### src/rtl/exec_sequencer_pkg.sv
// Shared definitions for the execution sequencer.
//   seq_state_t  : run-control state (IDLE, RUN, HALT)
//   NUM_T_DEF    : default number of T-states per instruction
//   FETCH_T_DEF  : default number of fetch T-states
//   T1..T6       : bit index of each T-state within the one-hot ring
package exec_seq_pkg;

    typedef enum logic [1:0] {
        IDLE = 2'd0,
        RUN  = 2'd1,
        HALT = 2'd2
    } seq_state_t;

    localparam int NUM_T_DEF   = 6;
    localparam int FETCH_T_DEF = 3;

    localparam int T1 = 0;
    localparam int T2 = 1;
    localparam int T3 = 2;
    localparam int T4 = 3;
    localparam int T5 = 4;
    localparam int T6 = 5;

endpackage

### src/rtl/exec_sequencer_if.sv
// Control/status bundle between the user inputs + microcode decode and the
// execution sequencer.
//   Inputs to the sequencer : run_en, step_mode, step, end_early, halt_op
//   Outputs from sequencer  : tstate, fetch, instr_done, halted, busy,
//                             instr_cnt, state (FSM state for observation)
//
// Control contract: run_en and step_mode are levels sampled on every rising
// clk edge; step is a level whose rising edge (relative to the previous
// cycle) requests one instruction while IDLE and is dropped otherwise;
// end_early/halt_op are qualified by the current tstate and only honoured
// after the fetch T-states; instr_done marks the last cycle of an
// instruction and the retire happens on the following clk edge.
interface exec_sequencer_if
    import exec_seq_pkg::*;
#(
    parameter int NUM_T = NUM_T_DEF,
    parameter int CNT_W = 16
) ();

    logic             run_en;
    logic             step_mode;
    logic             step;
    logic             end_early;
    logic             halt_op;

    logic [NUM_T-1:0] tstate;
    logic             fetch;
    logic             instr_done;
    logic             halted;
    logic             busy;
    logic [CNT_W-1:0] instr_cnt;
    seq_state_t       state;

    modport master (
        output run_en, step_mode, step, end_early, halt_op,
        input  tstate, fetch, instr_done, halted, busy, instr_cnt, state
    );

    modport slave (
        input  run_en, step_mode, step, end_early, halt_op,
        output tstate, fetch, instr_done, halted, busy, instr_cnt, state
    );

endinterface

### src/rtl/exec_sequencer_sat_counter.sv
// Saturating up-counter for event counting.
//   clk : clock
//   rst : synchronous active-high clear
//   inc : count one event on this edge
//   q   : current count, sticks at all-ones
module sat_counter #(
    parameter int W = 16
) (
    input  logic         clk,
    input  logic         rst,
    input  logic         inc,
    output logic [W-1:0] q
);

    always_ff @(posedge clk) begin
        if (rst) begin
            q <= '0;
        end else if (inc && !(&q)) begin
            q <= q + W'(1);
        end
    end

endmodule

### src/rtl/exec_sequencer.sv
// Execution sequencer: drives the one-hot T-state ring consumed by the
// microcode decode and adds run control (free-run, single-instruction step,
// early termination, HLT) plus a saturating retired-instruction counter.
//   clk, rst : clock and synchronous active-high reset
//   bus      : exec_sequencer_if slave modport (run controls in, ring and
//              status out)
module exec_sequencer
    import exec_seq_pkg::*;
#(
    parameter int NUM_T   = NUM_T_DEF,
    parameter int FETCH_T = FETCH_T_DEF,
    parameter int CNT_W   = 16
) (
    input logic             clk,
    input logic             rst,
    exec_sequencer_if.slave bus
);

    localparam logic [NUM_T-1:0] T1_HOT = NUM_T'(1) << T1;

    seq_state_t       state_q;
    logic [NUM_T-1:0] tstate_q;
    logic             step_q;

    logic step_edge;
    logic start_req;
    logic past_fetch;
    logic last_t;
    logic halt_end;
    logic end_now;
    logic chain;

    assign step_edge  = bus.step & ~step_q;
    assign start_req  = bus.step_mode ? step_edge : bus.run_en;

    // Any ring bit above the fetch window means decode may end the instruction.
    assign past_fetch = |tstate_q[NUM_T-1:FETCH_T];
    assign last_t     = tstate_q[NUM_T-1];

    assign halt_end   = (state_q == RUN) && bus.halt_op && past_fetch;
    assign end_now    = (state_q == RUN) &&
                        (halt_end || (bus.end_early && past_fetch) || last_t);

    // Continue straight into the next fetch only in free-run mode.
    assign chain      = !bus.step_mode && bus.run_en;

    always_ff @(posedge clk) begin
        if (rst) begin
            state_q  <= IDLE;
            tstate_q <= '0;
            step_q   <= 1'b0;
        end else begin
            step_q <= bus.step;
            case (state_q)
                IDLE: begin
                    if (start_req) begin
                        state_q  <= RUN;
                        tstate_q <= T1_HOT;
                    end
                end
                RUN: begin
                    if (end_now) begin
                        if (halt_end) begin
                            state_q  <= HALT;
                            tstate_q <= '0;
                        end else if (chain) begin
                            tstate_q <= T1_HOT;
                        end else begin
                            state_q  <= IDLE;
                            tstate_q <= '0;
                        end
                    end else begin
                        tstate_q <= tstate_q << 1;
                    end
                end
                HALT: begin
                    tstate_q <= '0;
                end
                default: begin
                    state_q  <= IDLE;
                    tstate_q <= '0;
                end
            endcase
        end
    end

    sat_counter #(
        .W(CNT_W)
    ) u_instr_cnt (
        .clk (clk),
        .rst (rst),
        .inc (bus.instr_done),
        .q   (bus.instr_cnt)
    );

    // A reset landing on the final T-state must not retire that instruction.
    assign bus.instr_done = end_now & ~rst;
    assign bus.tstate     = tstate_q;
    assign bus.fetch      = |tstate_q[FETCH_T-1:0];
    assign bus.busy       = (state_q == RUN);
    assign bus.halted     = (state_q == HALT);
    assign bus.state      = state_q;

endmodule

### src/flat_wrapper.sv
// flat-port wrapper written by rule: the top's interface ports become plain ports
module exec_sequencer_flat import exec_seq_pkg::*;
#(
    parameter int NUM_T   = NUM_T_DEF,
    parameter int FETCH_T = FETCH_T_DEF,
    parameter int CNT_W   = 16
)
  (clk, rst, bus_run_en, bus_step_mode, bus_step, bus_end_early, bus_halt_op, bus_tstate, bus_fetch, bus_instr_done, bus_halted, bus_busy, bus_instr_cnt, bus_state);
  exec_sequencer_if #(.NUM_T(NUM_T), .CNT_W(CNT_W)) bus_i ();
  input logic clk;
  input logic rst;
  input wire logic [$bits(bus_i.run_en)-1:0] bus_run_en;
  input wire logic [$bits(bus_i.step_mode)-1:0] bus_step_mode;
  input wire logic [$bits(bus_i.step)-1:0] bus_step;
  input wire logic [$bits(bus_i.end_early)-1:0] bus_end_early;
  input wire logic [$bits(bus_i.halt_op)-1:0] bus_halt_op;
  output wire logic [$bits(bus_i.tstate)-1:0] bus_tstate;
  output wire logic [$bits(bus_i.fetch)-1:0] bus_fetch;
  output wire logic [$bits(bus_i.instr_done)-1:0] bus_instr_done;
  output wire logic [$bits(bus_i.halted)-1:0] bus_halted;
  output wire logic [$bits(bus_i.busy)-1:0] bus_busy;
  output wire logic [$bits(bus_i.instr_cnt)-1:0] bus_instr_cnt;
  output wire logic [$bits(bus_i.state)-1:0] bus_state;
  assign bus_i.run_en = bus_run_en;
  assign bus_i.step_mode = bus_step_mode;
  assign bus_i.step = bus_step;
  assign bus_i.end_early = bus_end_early;
  assign bus_i.halt_op = bus_halt_op;
  assign bus_tstate = bus_i.tstate;
  assign bus_fetch = bus_i.fetch;
  assign bus_instr_done = bus_i.instr_done;
  assign bus_halted = bus_i.halted;
  assign bus_busy = bus_i.busy;
  assign bus_instr_cnt = bus_i.instr_cnt;
  assign bus_state = bus_i.state;
  exec_sequencer #(.NUM_T(NUM_T), .FETCH_T(FETCH_T), .CNT_W(CNT_W)) u_core (.clk(clk), .rst(rst), .bus(bus_i));
endmodule
### config.mk
export PLATFORM = sky130hd
export DESIGN_NAME = exec_sequencer_flat
export DESIGN_NICKNAME = d
export VERILOG_FILES = /design/src/rtl/exec_sequencer_pkg.sv /design/src/rtl/exec_sequencer_if.sv /design/src/rtl/exec_sequencer_sat_counter.sv /design/src/rtl/exec_sequencer.sv /design/src/flat_wrapper.sv
export SDC_FILE = /design/constraint.sdc
export NUM_CORES = 1
export LEC_CHECK = 0
export ABC_AREA = 1
export CORE_MARGIN = 4
export CORE_UTILIZATION = 34
export CTS_CLUSTER_DIAMETER = 120
export DETAILED_ROUTE_END_ITERATION = 8
export GPL_TIMING_DRIVEN = 0
export PLACE_DENSITY = 0.68
export SETUP_SLACK_MARGIN = 0.1
export SLEW_MARGIN = 20
export SYNTH_ARGS = -nofsm -noshare
export SYNTH_HDL_FRONTEND = slang
export SYNTH_HIERARCHICAL = 1
export SYNTH_SLANG_ARGS = --single-unit
### constraint.sdc
create_clock -name clk -period 3.1 [get_ports clk]
set_input_delay 0.775 -clock clk [delete_from_list [all_inputs] [get_ports clk]]
set_output_delay 0.775 -clock clk [all_outputs]
set_load 0.02 [all_outputs]
==> metrics.cfg, run 1 <==
[timing]
setup_violations = 0
setup_tns_ps = 0
finalMaxSlewViolations = 0
rsz0062_at_grt = no
fin_worst_hold_slack_ps = 508
finalHoldViolations = 0
slew_headroom = 0.789
finalWorstSetupSlack_ps = 298
achievable-frequency_ghz = 0.357
clock-skew-final_ps = 6.25
final.period_utilization = 0.904
actual_transition_at_the_worst_max_transition_pin_ps = 316
period_needed_ps = 2800

[placement]
io_buffers = 34
gp_congestion = 0.780
place.detailed.hpwl_um = 2550
pre_cts_ws_ps = -546
placed_cells = 293
dpl_cell_area_um2 = 1900

[floorplanning]
die_h_um = 74.4
floorplan.die_area_um2 = 5530
floorplan.core_area_um2 = 4120
fp.dieW_um = 74.4
starting_utilization_of_the_core_area = 0.364
floorplan.rows = 23
io-pin-count = 35

[synth]
synth_fp_nets = 217
yosysWarningCount = 6
number_of_flops_mapped_to_enable_cells_by_yosys = 0
library_cell_with_the_largest_summed_area_after_synthesis = sky130_fd_sc_hd__dfxtp_1
synth.avg_cell_area_um2 = 7.17
yosysUniqueCellTypes = 29
yosys.cell_count.top_type = sky130_fd_sc_hd__nand2_1
ys_async_sr_fraction = 0
top_flip_flop_cell_by_instance_count_after_synthesis = sky130_fd_sc_hd__dfxtp_1
yosys_register_bits = 25
synth.area.top_cells = sky130_fd_sc_hd__dfxtp_1 33%, sky130_fd_sc_hd__nand2_1 10%, sky130_fd_sc_hd__nor2_1 9.8%, sky130_fd_sc_hd__nand3_2 5.3%, sky130_fd_sc_hd__nor2_4 5.3%
yosys-top-cells-count = 41 x sky130_fd_sc_hd__nand2_1, 39 x sky130_fd_sc_hd__nor2_1, 25 x sky130_fd_sc_hd__dfxtp_1
synth_sequential_area_ratio = 0.334
netlist_area_um2 = 1500
netlist_instances = 209
yosys.area.top_type_share = 0.334

[worst_setup_path]
r2r-start = u_core/bus.state[0]
reg2reg_setup_slack_ps = 1060
cp_cell_sequence = clkdlybuf4s50_1, or2_1, nand2_1, nand2_2, nand2_4, nor2_4, clkbuf_2
cp.arrival_ps = 2030
worst_path_largest_cell_delay_ps = 450
worstPathRequired_ps = 2320
path_max_fanout = 7
rr_worst_depth = 13
setup.worst_path.end_class = primary output
timing.critical_path.slowest_stage_cell = sky130_fd_sc_hd__clkdlybuf4s50_1
critical_path_class = in -> out
crit-reg2reg-capture = u_core/u_instr_cnt/q[14]
critical_path.startpoint_type = primary input

[drt]
drt-initial-drc-count = 61
drt_pass1_iterations = 4
detail_route.wirelength_um = 3290
number_of_vias_in_the_routed_layout = 1402
post_dr_vias_cell = 4.72
antenna_left = 0
post-route-drc-count = 0
routed_wire_length_per_instance_um = 11.1

[layout]
area_of_the_multi_input_gates_um2 = 898
finish.instance_area_um2 = 1950
area_growth_syn_to_layout_pct = 30.2
n_antenna_cell = 0
nets = 256
final.fill_count = 435
sequential_cell_area_um2 = 500
drive_gt1_frac = 0.215
final_cells = 297

[hold_path]
timing.hold.worst.class = reg -> reg
hold_end = u_core/bus.tstate[3]
holdCritStartpoint = u_core/bus.tstate[2]
hold-path-cell-count = 2

[power]
leakagePower_nw = 0.701
vdd_drop_max_uv = 255
cellPowerDensity_nw_per_um2 = 325

[grt]
global_route.overflow_total = 0
grt_antenna_before_repair = 0
vias_in_the_first_global_route = 1347
grt_max_degree = 15
gr-usage-all-layers = 0.133
grt_pass1_wl_um = 5840

[cts]
cts_max_level = 1
ctsRootBufferMaster = sky130_fd_sc_hd__clkbuf_8
cts_made_buffers = 3
tritoncts_clock_tree = built
insertion_delay_ps = 270
clk_sink_count = 25
clk_path_buf_depth = 2
clkSlewWorstSetupHoldPaths_ps = 90

[outcome]
status = finished clean

[job]
max_cap_check_violation_count = 0

sequential cells by signal (all words and copies together) (netlist names):
signal,cells
u_core/u_instr_cnt/q,16
u_core/bus.tstate,6
u_core/bus.state,2
u_core/step_q,1
critical path: cells and delay by family:
| family | cells | cell delay, ps |
|---|---|---|
| buf+inv | 2 | 660 |
| simple gates | 5 | 580 |
through the flow:
| stage | utilization | power, mW |
|---|---|---|
| floorplan | - | 0.407 |
| global placement | 0.462 | 0.444 |
| detailed placement | 0.462 | 0.445 |
| CTS | 0.475 | 0.645 |
| global route | 0.474 | 0.662 |
| finish | 0.474 | 0.633 |
kinds of logic after synthesis:
family | after synthesis | share of synthesized area
AO/OA/AOI/OAI | 26 | 0.112
buffers and inverters | 24 | 0.0710
flip-flops | 25 | 0.334
AND/OR/NAND/NOR | 133 | 0.475
adder cells (fa/ha/maj) | 1 | 0.00835
placed cells by master, fill, tap and decap left out, types with 3 or more instances in the layout:
cell type                         netlist  routed
sky130_fd_sc_hd__a21oi_1               10      10
sky130_fd_sc_hd__a21oi_2                8       8
sky130_fd_sc_hd__clkbuf_8               0       3
sky130_fd_sc_hd__clkdlybuf4s50_1        0      33
sky130_fd_sc_hd__dfxtp_1               25      25
sky130_fd_sc_hd__inv_1                 19      19
sky130_fd_sc_hd__nand2_1               41      41
sky130_fd_sc_hd__nand2_2               11      11
sky130_fd_sc_hd__nand3_1               15      15
sky130_fd_sc_hd__nand3_2                8       8
sky130_fd_sc_hd__nor2_1                39      38
sky130_fd_sc_hd__nor2_2                 4       4
sky130_fd_sc_hd__nor2_4                 7       8
sky130_fd_sc_hd__o21ai_0                3       3
layer usage:
metal / routed length (µm) / part of all wire / up-vias / track usage
met2: 1470 / 0.45 / 28 / 0.219
li1: - / - / 743 / -
met3: 182 / 0.055 / 4 / 0.0270
met1: 1600 / 0.49 / 627 / 0.176
met4: 38 / 0.012 / 0 / 0.0415
met5: 0 / 0 / - / 0
how the worst max path moves through the flow:
stage	startpoint	to	slack [ps]
6_report	bus_end_early	bus_instr_done	300
5_1_grt	bus_end_early	bus_instr_done	220
4_1_cts	bus_end_early	bus_instr_done	140
3_5_place_dp	rst	bus_instr_done	-550
3_3_place_gp	rst	bus_instr_done	-520
2_1_floorplan	bus_end_early	u_core/u_instr_cnt/q[14]	650
power breakdown:
group          internal (mW)  switching [mW]  leakage, nW
combinational         0.0434          0.0588        0.473
clock                 0.0900           0.107       0.0255
sequential             0.327         0.00741        0.202
final cells by class:
class	instances	share of cell area
plain buffers	3	0.0122
multi-input cells	160	0.461
flip-flops and latches	25	0.257
inverters	21	0.0430
clock buffers	3	0.0212
repair buffers	34	0.172
well taps	50	0.0321
clock inverters	1	0.00257
timing repair:
item	CTS	global route
endpoints found under the setup margin	1	1
cloned	0	0
setup buffers	0	0
resized for setup	4	2
pin swaps	0	0
hold buffers	0	0
Power figures use the tool's default switching activity.
==> run 2: changes to the inputs <==
--- a/config.mk
+++ b/config.mk
@@ -6,12 +6,15 @@
 export NUM_CORES = 1
 export LEC_CHECK = 0
 export ABC_AREA = 1
+export ABC_CLOCK_PERIOD_IN_PS = 3100
+export CORE_ASPECT_RATIO = 0.6
 export CORE_MARGIN = 4
 export CORE_UTILIZATION = 34
 export CTS_CLUSTER_DIAMETER = 120
 export DETAILED_ROUTE_END_ITERATION = 8
 export GPL_TIMING_DRIVEN = 0
 export PLACE_DENSITY = 0.68
+export REMOVE_ABC_BUFFERS = 1
 export SETUP_SLACK_MARGIN = 0.1
 export SLEW_MARGIN = 20
 export SYNTH_ARGS = -nofsm -noshare
==> run 2 against run 1 <==
Count of clock-buffer cells in the layout rose by 1. Final cell count increased by 2.4%. Sequential power is essentially flat. Sequential share of layout area grew 0.12 points. Clock power is 3% lower. Wire length rose by 5.2%. Flip-flop and latch count unchanged. First-iteration DRC count increased by 28%. Highest routed layer unchanged.
==> metrics.cfg, run 2 (synthesis gave the netlist of run 1 again) <==
[outcome]
status = finished clean  ; unchanged

[grt]
grt_pass1_wl_um = 5910  ; was 5840 µm
grt_max_degree = 16  ; was 15
global_route.overflow_total = 0  ; unchanged
gr-usage-all-layers = 0.133  ; about the same
grt_antenna_before_repair = 0  ; unchanged
vias_in_the_first_global_route = 1249  ; was 1,347

[floorplanning]
io-pin-count = 35  ; unchanged
floorplan.rows = 18  ; was 23
fp.dieW_um = 93.7  ; was 74.4 µm
die_h_um = 59.4  ; was 74.4 µm
floorplan.core_area_um2 = 4170  ; was 4120 µm²
starting_utilization_of_the_core_area = 0.359  ; was 0.364
floorplan.die_area_um2 = 5570  ; was 5530 µm²

[cts]
tritoncts_clock_tree = built  ; unchanged
cts_hold_buf = 0  ; unchanged
insertion_delay_ps = 270  ; about the same
clk_path_buf_depth = 2  ; unchanged
cts_made_buffers = 3  ; unchanged
ctsRootBufferMaster = sky130_fd_sc_hd__clkbuf_8  ; unchanged
post_cts.repair.setup_buffers = 0  ; unchanged
clkSlewWorstSetupHoldPaths_ps = 80  ; was 90 ps
clk_sink_count = 25  ; unchanged
cts_max_level = 1  ; unchanged

[placement]
io_buffers = 34  ; unchanged
pre_cts_ws_ps = -420  ; was -546 ps
place.detailed.hpwl_um = 2730  ; was 2550 µm
gp_congestion = 0.839  ; was 0.780

[layout]
n_antenna_cell = 0  ; unchanged
flip_flop_count_of_the_largest_register_after_layout = 16  ; unchanged
layout_commonest_cell = sky130_fd_sc_hd__nand2_1  ; unchanged
drive_gt1_frac = 0.197  ; was 0.215
area_growth_syn_to_layout_pct = 29.7  ; was 30.2%
final_cell_mix = 41 x sky130_fd_sc_hd__nand2_1, 38 x sky130_fd_sc_hd__nor2_1, 32 x sky130_fd_sc_hd__clkdlybuf4s50_1  ; was 41 x sky130_fd_sc_hd__nand2_1, 38 x sky130_fd_sc_hd__nor2_1, 33 x sky130_fd_sc_hd__clkdlybuf4s50_1
postLayoutCoreUtil = 0.466  ; was 0.474
largest_register = u_core/u_instr_cnt/q  ; unchanged
nets = 253  ; was 256

[drt]
drt-initial-drc-count = 78  ; was 61
routed_wire_length_per_instance_um = 11.4  ; was 11.1 µm
post_dr_vias_cell = 4.54  ; was 4.72
antenna_left = 0  ; unchanged
number_of_vias_in_the_routed_layout = 1380  ; was 1,402
drt_pass1_iterations = 4  ; unchanged
post-route-drc-count = 0  ; unchanged
detail_route.wirelength_um = 3460  ; was 3290 µm

[timing]
finalWorstSetupSlack_ps = 189  ; was 298 ps
slew_headroom = 0.573  ; was 0.789
setup_tns_ps = 0  ; unchanged
period_needed_ps = 2910  ; was 2800 ps
finalMaxSlewViolations = 0  ; unchanged
finalHoldViolations = 0  ; unchanged
clock-skew-final_ps = 1.60  ; was 6.25 ps
actual_transition_at_the_worst_max_transition_pin_ps = 640  ; was 316 ps
final.period_utilization = 0.939  ; was 0.904
fin_worst_hold_slack_ps = 511  ; was 508 ps
achievable-frequency_ghz = 0.343  ; was 0.357 GHz
setup_violations = 0  ; unchanged
rsz0062_at_grt = no  ; unchanged

[worst_setup_path]
critical_path.startpoint_type = primary input  ; unchanged
rr_worst_depth = 13  ; unchanged
timing.critical_path.slowest_stage_cell = sky130_fd_sc_hd__clkdlybuf4s50_1  ; unchanged
path_max_fanout = 7  ; unchanged
worst_path_largest_cell_delay_ps = 440  ; was 450 ps
critical_path_class = in -> out  ; unchanged
worstPathRequired_ps = 2320  ; about the same
cp_cell_sequence = clkdlybuf4s50_1, or2_1, nand2_1, nand2_2, nand2_4, nor2_4, clkdlybuf4s15_1  ; was clkdlybuf4s50_1, or2_1, nand2_1, nand2_2, nand2_4, nor2_4, clkbuf_2
setup.worst_path.end_class = primary output  ; unchanged
cp.arrival_ps = 2140  ; was 2030 ps

[hold_path]
timing.hold.worst.class = reg -> reg  ; unchanged
hold-path-cell-count = 2  ; unchanged

[power]
leakagePower_nw = 0.685  ; was 0.701 nW
total_switching_power_mw = 0.167  ; was 0.173 mW
cellPowerDensity_nw_per_um2 = 323  ; was 325 nW/µm²
power.internal_mw = 0.461  ; was 0.460 mW
swShare = 0.266  ; was 0.273
total_power_mw = 0.627  ; was 0.633 mW
sequentialPowerShare = 0.534  ; was 0.528
clock_power_share = 0.304  ; was 0.311
p_comb_frac = 0.162  ; was 0.161
vdd_drop_max_uv = 142  ; was 255 µV

[job]
max_cap_check_violation_count = 0  ; unchanged

==> run 2: cell types whose count changed in the layout (fill, tap and decap cells not counted), sizes merged <==
| cell | before | now |
|---|---|---|
| clkdlybuf4s50 | 33 | 32 |
| buf | 1 | 0 |
| clkinv | 1 | 0 |
| clkdlybuf4s15 | 0 | 1 |
| dlygate4sd2 | 0 | 1 |
| clkbuf | 6 | 4 |
==> run 2: timing repair <==
item / CTS / global route
endpoints found under the setup margin: 1 / 1
gates cloned: 0 / 0
resized for setup: 4 / 1
pin swaps: 0 / 0
endpoints found under the hold margin: 0 / 0
==> run 2: cell type report <==
type / instances / area, µm²
fill: 423 / 2220
multi-input combinational: 160 / 898
sequential: 25 / 500
timing repair buffer: 34 / 339
inverter: 21 / 83.8
tap: 60 / 75.1
clock buffer: 4 / 45.0
==> run 2: power groups by stage <==
stage	registers (mW)	clock network, mW	logic [mW]
floorplan	0.347	0	0.0563
global route	0.336	0.215	0.109
finish	0.335	0.191	0.102
detailed placement	0.342	0	0.103
CTS	0.335	0.199	0.103
global placement	0.342	0	0.103
==> run 2: metrics by stage <==
step	cells	instance area (µm²)
floorplan	206	1480
global placement	300	1890
detailed placement	300	1890
CTS	304	1940
global route	304	1940
finish	304	1940
==> run 2: critical path, delay by kind of cell <==
kind                   cells  cell delay [ps]
buffers and inverters      2              780
AND/OR/NAND/NOR            5              580
==> run 2: layer usage <==
metal | GRT usage | routed length [µm] | up-vias
li1 | - | - | 738
met1 | 0.211 | 1950 | 617
met2 | 0.183 | 1390 | 23
met3 | 0.0266 | 106 | 2
met4 | 0.0247 | 9 | 0
met5 | 0 | 0 | -
==> run 2: path summary, 6_finish.rpt <==
path,startpoint,end,slack [ps]
worst min-delay path,u_core/bus.tstate[2],u_core/bus.tstate[3],510
worst max register to register,u_core/bus.state[0],u_core/u_instr_cnt/q[14],1050
worst min register to register,u_core/bus.tstate[2],u_core/bus.tstate[3],510
worst max-delay path,bus_end_early,bus_instr_done,190
==> run 3: changes to the inputs <==
--- a/config.mk
+++ b/config.mk
@@ -12,8 +12,8 @@
 export CORE_UTILIZATION = 34
 export CTS_CLUSTER_DIAMETER = 120
 export DETAILED_ROUTE_END_ITERATION = 8
-export GPL_TIMING_DRIVEN = 0
 export PLACE_DENSITY = 0.68
+export RECOVER_POWER = 50
 export REMOVE_ABC_BUFFERS = 1
 export SETUP_SLACK_MARGIN = 0.1
 export SLEW_MARGIN = 20
==> run 3 against run 2 <==
Sequential power barely moved. Critical path depth unchanged. Utilization shrank 0.18 points. Combinational power hardly changed. Flip-flop and latch count unchanged. Power increased by 0.65%. Hold slack improved by 2.4 ps. Die area stayed put. Sequential share of layout area grew 0.10 points. Critical path type unchanged.
==> metrics.cfg, run 3 (synthesis gave the netlist of run 1 again) <==
[outcome]
status = finished clean  ; unchanged

[hold_path]
timing.hold.worst.class = reg -> reg  ; unchanged
hold-path-cell-count = 2  ; unchanged

[cts]
clkSlewWorstSetupHoldPaths_ps = 90  ; was 80 ps
ctsRootBufferMaster = sky130_fd_sc_hd__clkbuf_8  ; unchanged
cts_made_buffers = 3  ; unchanged
tritoncts_clock_tree = built  ; unchanged
cts_max_level = 1  ; unchanged
post_cts.repair.setup_buffers = 0  ; unchanged
clk_path_buf_depth = 2  ; unchanged
clk_sink_count = 25  ; unchanged
post_cts.resized_instances = 1  ; was 4
insertion_delay_ps = 270  ; about the same
cts_hold_buf = 0  ; unchanged

[timing]
finalHoldViolations = 0  ; unchanged
slew_headroom = 0.557  ; was 0.573
period_needed_ps = 2820  ; was 2910 ps
rsz0062_at_grt = no  ; unchanged
finalMaxSlewViolations = 0  ; unchanged
clock-skew-final_ps = 1.82  ; was 1.60 ps
fin_worst_hold_slack_ps = 513  ; was 511 ps
achievable-frequency_ghz = 0.354  ; was 0.343 GHz
setup_violations = 0  ; unchanged
actual_transition_at_the_worst_max_transition_pin_ps = 665  ; was 640 ps
final.period_utilization = 0.911  ; was 0.939

[grt]
vias_in_the_first_global_route = 1270  ; was 1,249
grt_antenna_before_repair = 0  ; unchanged
gr-usage-all-layers = 0.132  ; was 0.133
grt_pass1_wl_um = 5930  ; was 5910 µm
global_route.overflow_total = 0  ; unchanged
grt_max_degree = 16  ; unchanged

[drt]
number_of_vias_in_the_routed_layout = 1411  ; was 1,380
antenna_left = 0  ; unchanged
drt-initial-drc-count = 68  ; was 78
detail_route.wirelength_um = 3560  ; was 3460 µm
drt_pass1_iterations = 5  ; was 4
post-route-drc-count = 0  ; unchanged
post_dr_vias_cell = 4.60  ; was 4.54
routed_wire_length_per_instance_um = 11.6  ; was 11.4 µm

[layout]
final_cell_mix = 41 x sky130_fd_sc_hd__nand2_1, 40 x sky130_fd_sc_hd__nor2_1, 25 x sky130_fd_sc_hd__dfxtp_1  ; was 41 x sky130_fd_sc_hd__nand2_1, 38 x sky130_fd_sc_hd__nor2_1, 32 x sky130_fd_sc_hd__clkdlybuf4s50_1
area_growth_syn_to_layout_pct = 29.2  ; was 29.7%
final_cells = 307  ; was 304
n_antenna_cell = 0  ; unchanged
drive_gt1_frac = 0.182  ; was 0.197
flip_flop_count_of_the_largest_register_after_layout = 16  ; unchanged
largest_register = u_core/u_instr_cnt/q  ; unchanged
layout_commonest_cell = sky130_fd_sc_hd__nand2_1  ; unchanged
finish.instance_area_um2 = 1930  ; was 1940 µm²
postLayoutCoreUtil = 0.464  ; was 0.466
area_of_the_multi_input_gates_um2 = 876  ; was 898 µm²
sequential_cell_area_um2 = 500  ; unchanged
nets = 256  ; was 253
final.fill_count = 431  ; was 423

[worst_setup_path]
critical_path.startpoint_type = primary input  ; unchanged
critical_path_class = in -> out  ; unchanged
setup.worst_path.end_class = primary output  ; unchanged
cp.arrival_ps = 2050  ; was 2140 ps
worstPathRequired_ps = 2320  ; about the same
rr_worst_depth = 14  ; was 13
path_max_fanout = 2  ; was 7

[power]
cellPowerDensity_nw_per_um2 = 326  ; was 323 nW/µm²
leakagePower_nw = 0.750  ; was 0.685 nW
vdd_drop_max_uv = 91.6  ; was 142 µV

[floorplanning]
floorplan.core_area_um2 = 4170  ; unchanged
floorplan.rows = 18  ; unchanged
io-pin-count = 35  ; unchanged
floorplan.die_area_um2 = 5570  ; unchanged
die_h_um = 59.4  ; unchanged
fp.dieW_um = 93.7  ; unchanged
starting_utilization_of_the_core_area = 0.359  ; unchanged

[placement]
gp_congestion = 0.849  ; was 0.839
place.detailed.hpwl_um = 2840  ; was 2730 µm
dpl_cell_area_um2 = 1910  ; was 1890 µm²
io_buffers = 34  ; unchanged
placed_cells = 303  ; was 300

[job]
max_cap_check_violation_count = 0  ; unchanged

==> run 3: cell count changes in the layout (fill, tap and decap cells not counted), sizes merged <==
cell	previous run	this run
clkdlybuf4s15	1	0
clkbuf	4	6
clkdlybuf4s50	32	16
dlygate4sd3	0	17
buf	0	1
==> run 3: worst paths after layout <==
| path | slack, ps | from | end |
|---|---|---|---|
| setup / recovery | 280 | bus_end_early | bus_instr_done |
| hold / removal | 510 | u_core/bus.tstate[1] | u_core/bus.tstate[2] |
| setup reg to reg | 1060 | u_core/bus.state[0] | u_core/u_instr_cnt/q[14] |
| hold reg to reg | 510 | u_core/bus.tstate[1] | u_core/bus.tstate[2] |
==> run 3: final cells by class <==
type / count / share of cell area
inverters: 21 / 0.0433
well taps: 60 / 0.0388
repair buffers: 37 / 0.183
multi-input cells: 160 / 0.453
flip-flops and latches: 25 / 0.259
clock buffers: 4 / 0.0233
==> run 3: routing by layer <==
metal / vias to the layer above / routed length (µm) / global-route usage
li1: 750 / - / -
met1: 632 / 2030 / 0.211
met2: 27 / 1390 / 0.187
met3: 2 / 125 / 0.0228
met4: 0 / 7 / 0.0185
met5: - / 0 / 0
==> run 3: power by group <==
part	switching [mW]	internal, mW	total [mW]
Clock	0.106	0.0921	0.198
Sequential	0.00722	0.327	0.334
Combinational	0.0594	0.0401	0.0995
==> run 3: critical path: stages <==
cell and delay (ps):
sky130_fd_sc_hd__clkdlybuf4s50_1 450, sky130_fd_sc_hd__or2_1 90, sky130_fd_sc_hd__nand2_1 80, sky130_fd_sc_hd__nand2_2 100
sky130_fd_sc_hd__nand2_4 40, sky130_fd_sc_hd__nor2_1 150, sky130_fd_sc_hd__dlygate4sd2_1 360
==> run 3: per-stage QoR <==
stage | setup WS, ps | TNS, ps | total power [mW]
floorplan | 643 | 0 | 0.403
global placement | -15.4 | -15.4 | 0.447
detailed placement | -27.4 | -27.4 | 0.448
CTS | 259 | 0 | 0.645
global route | 191 | 0 | 0.662
finish | 277 | 0 | 0.631
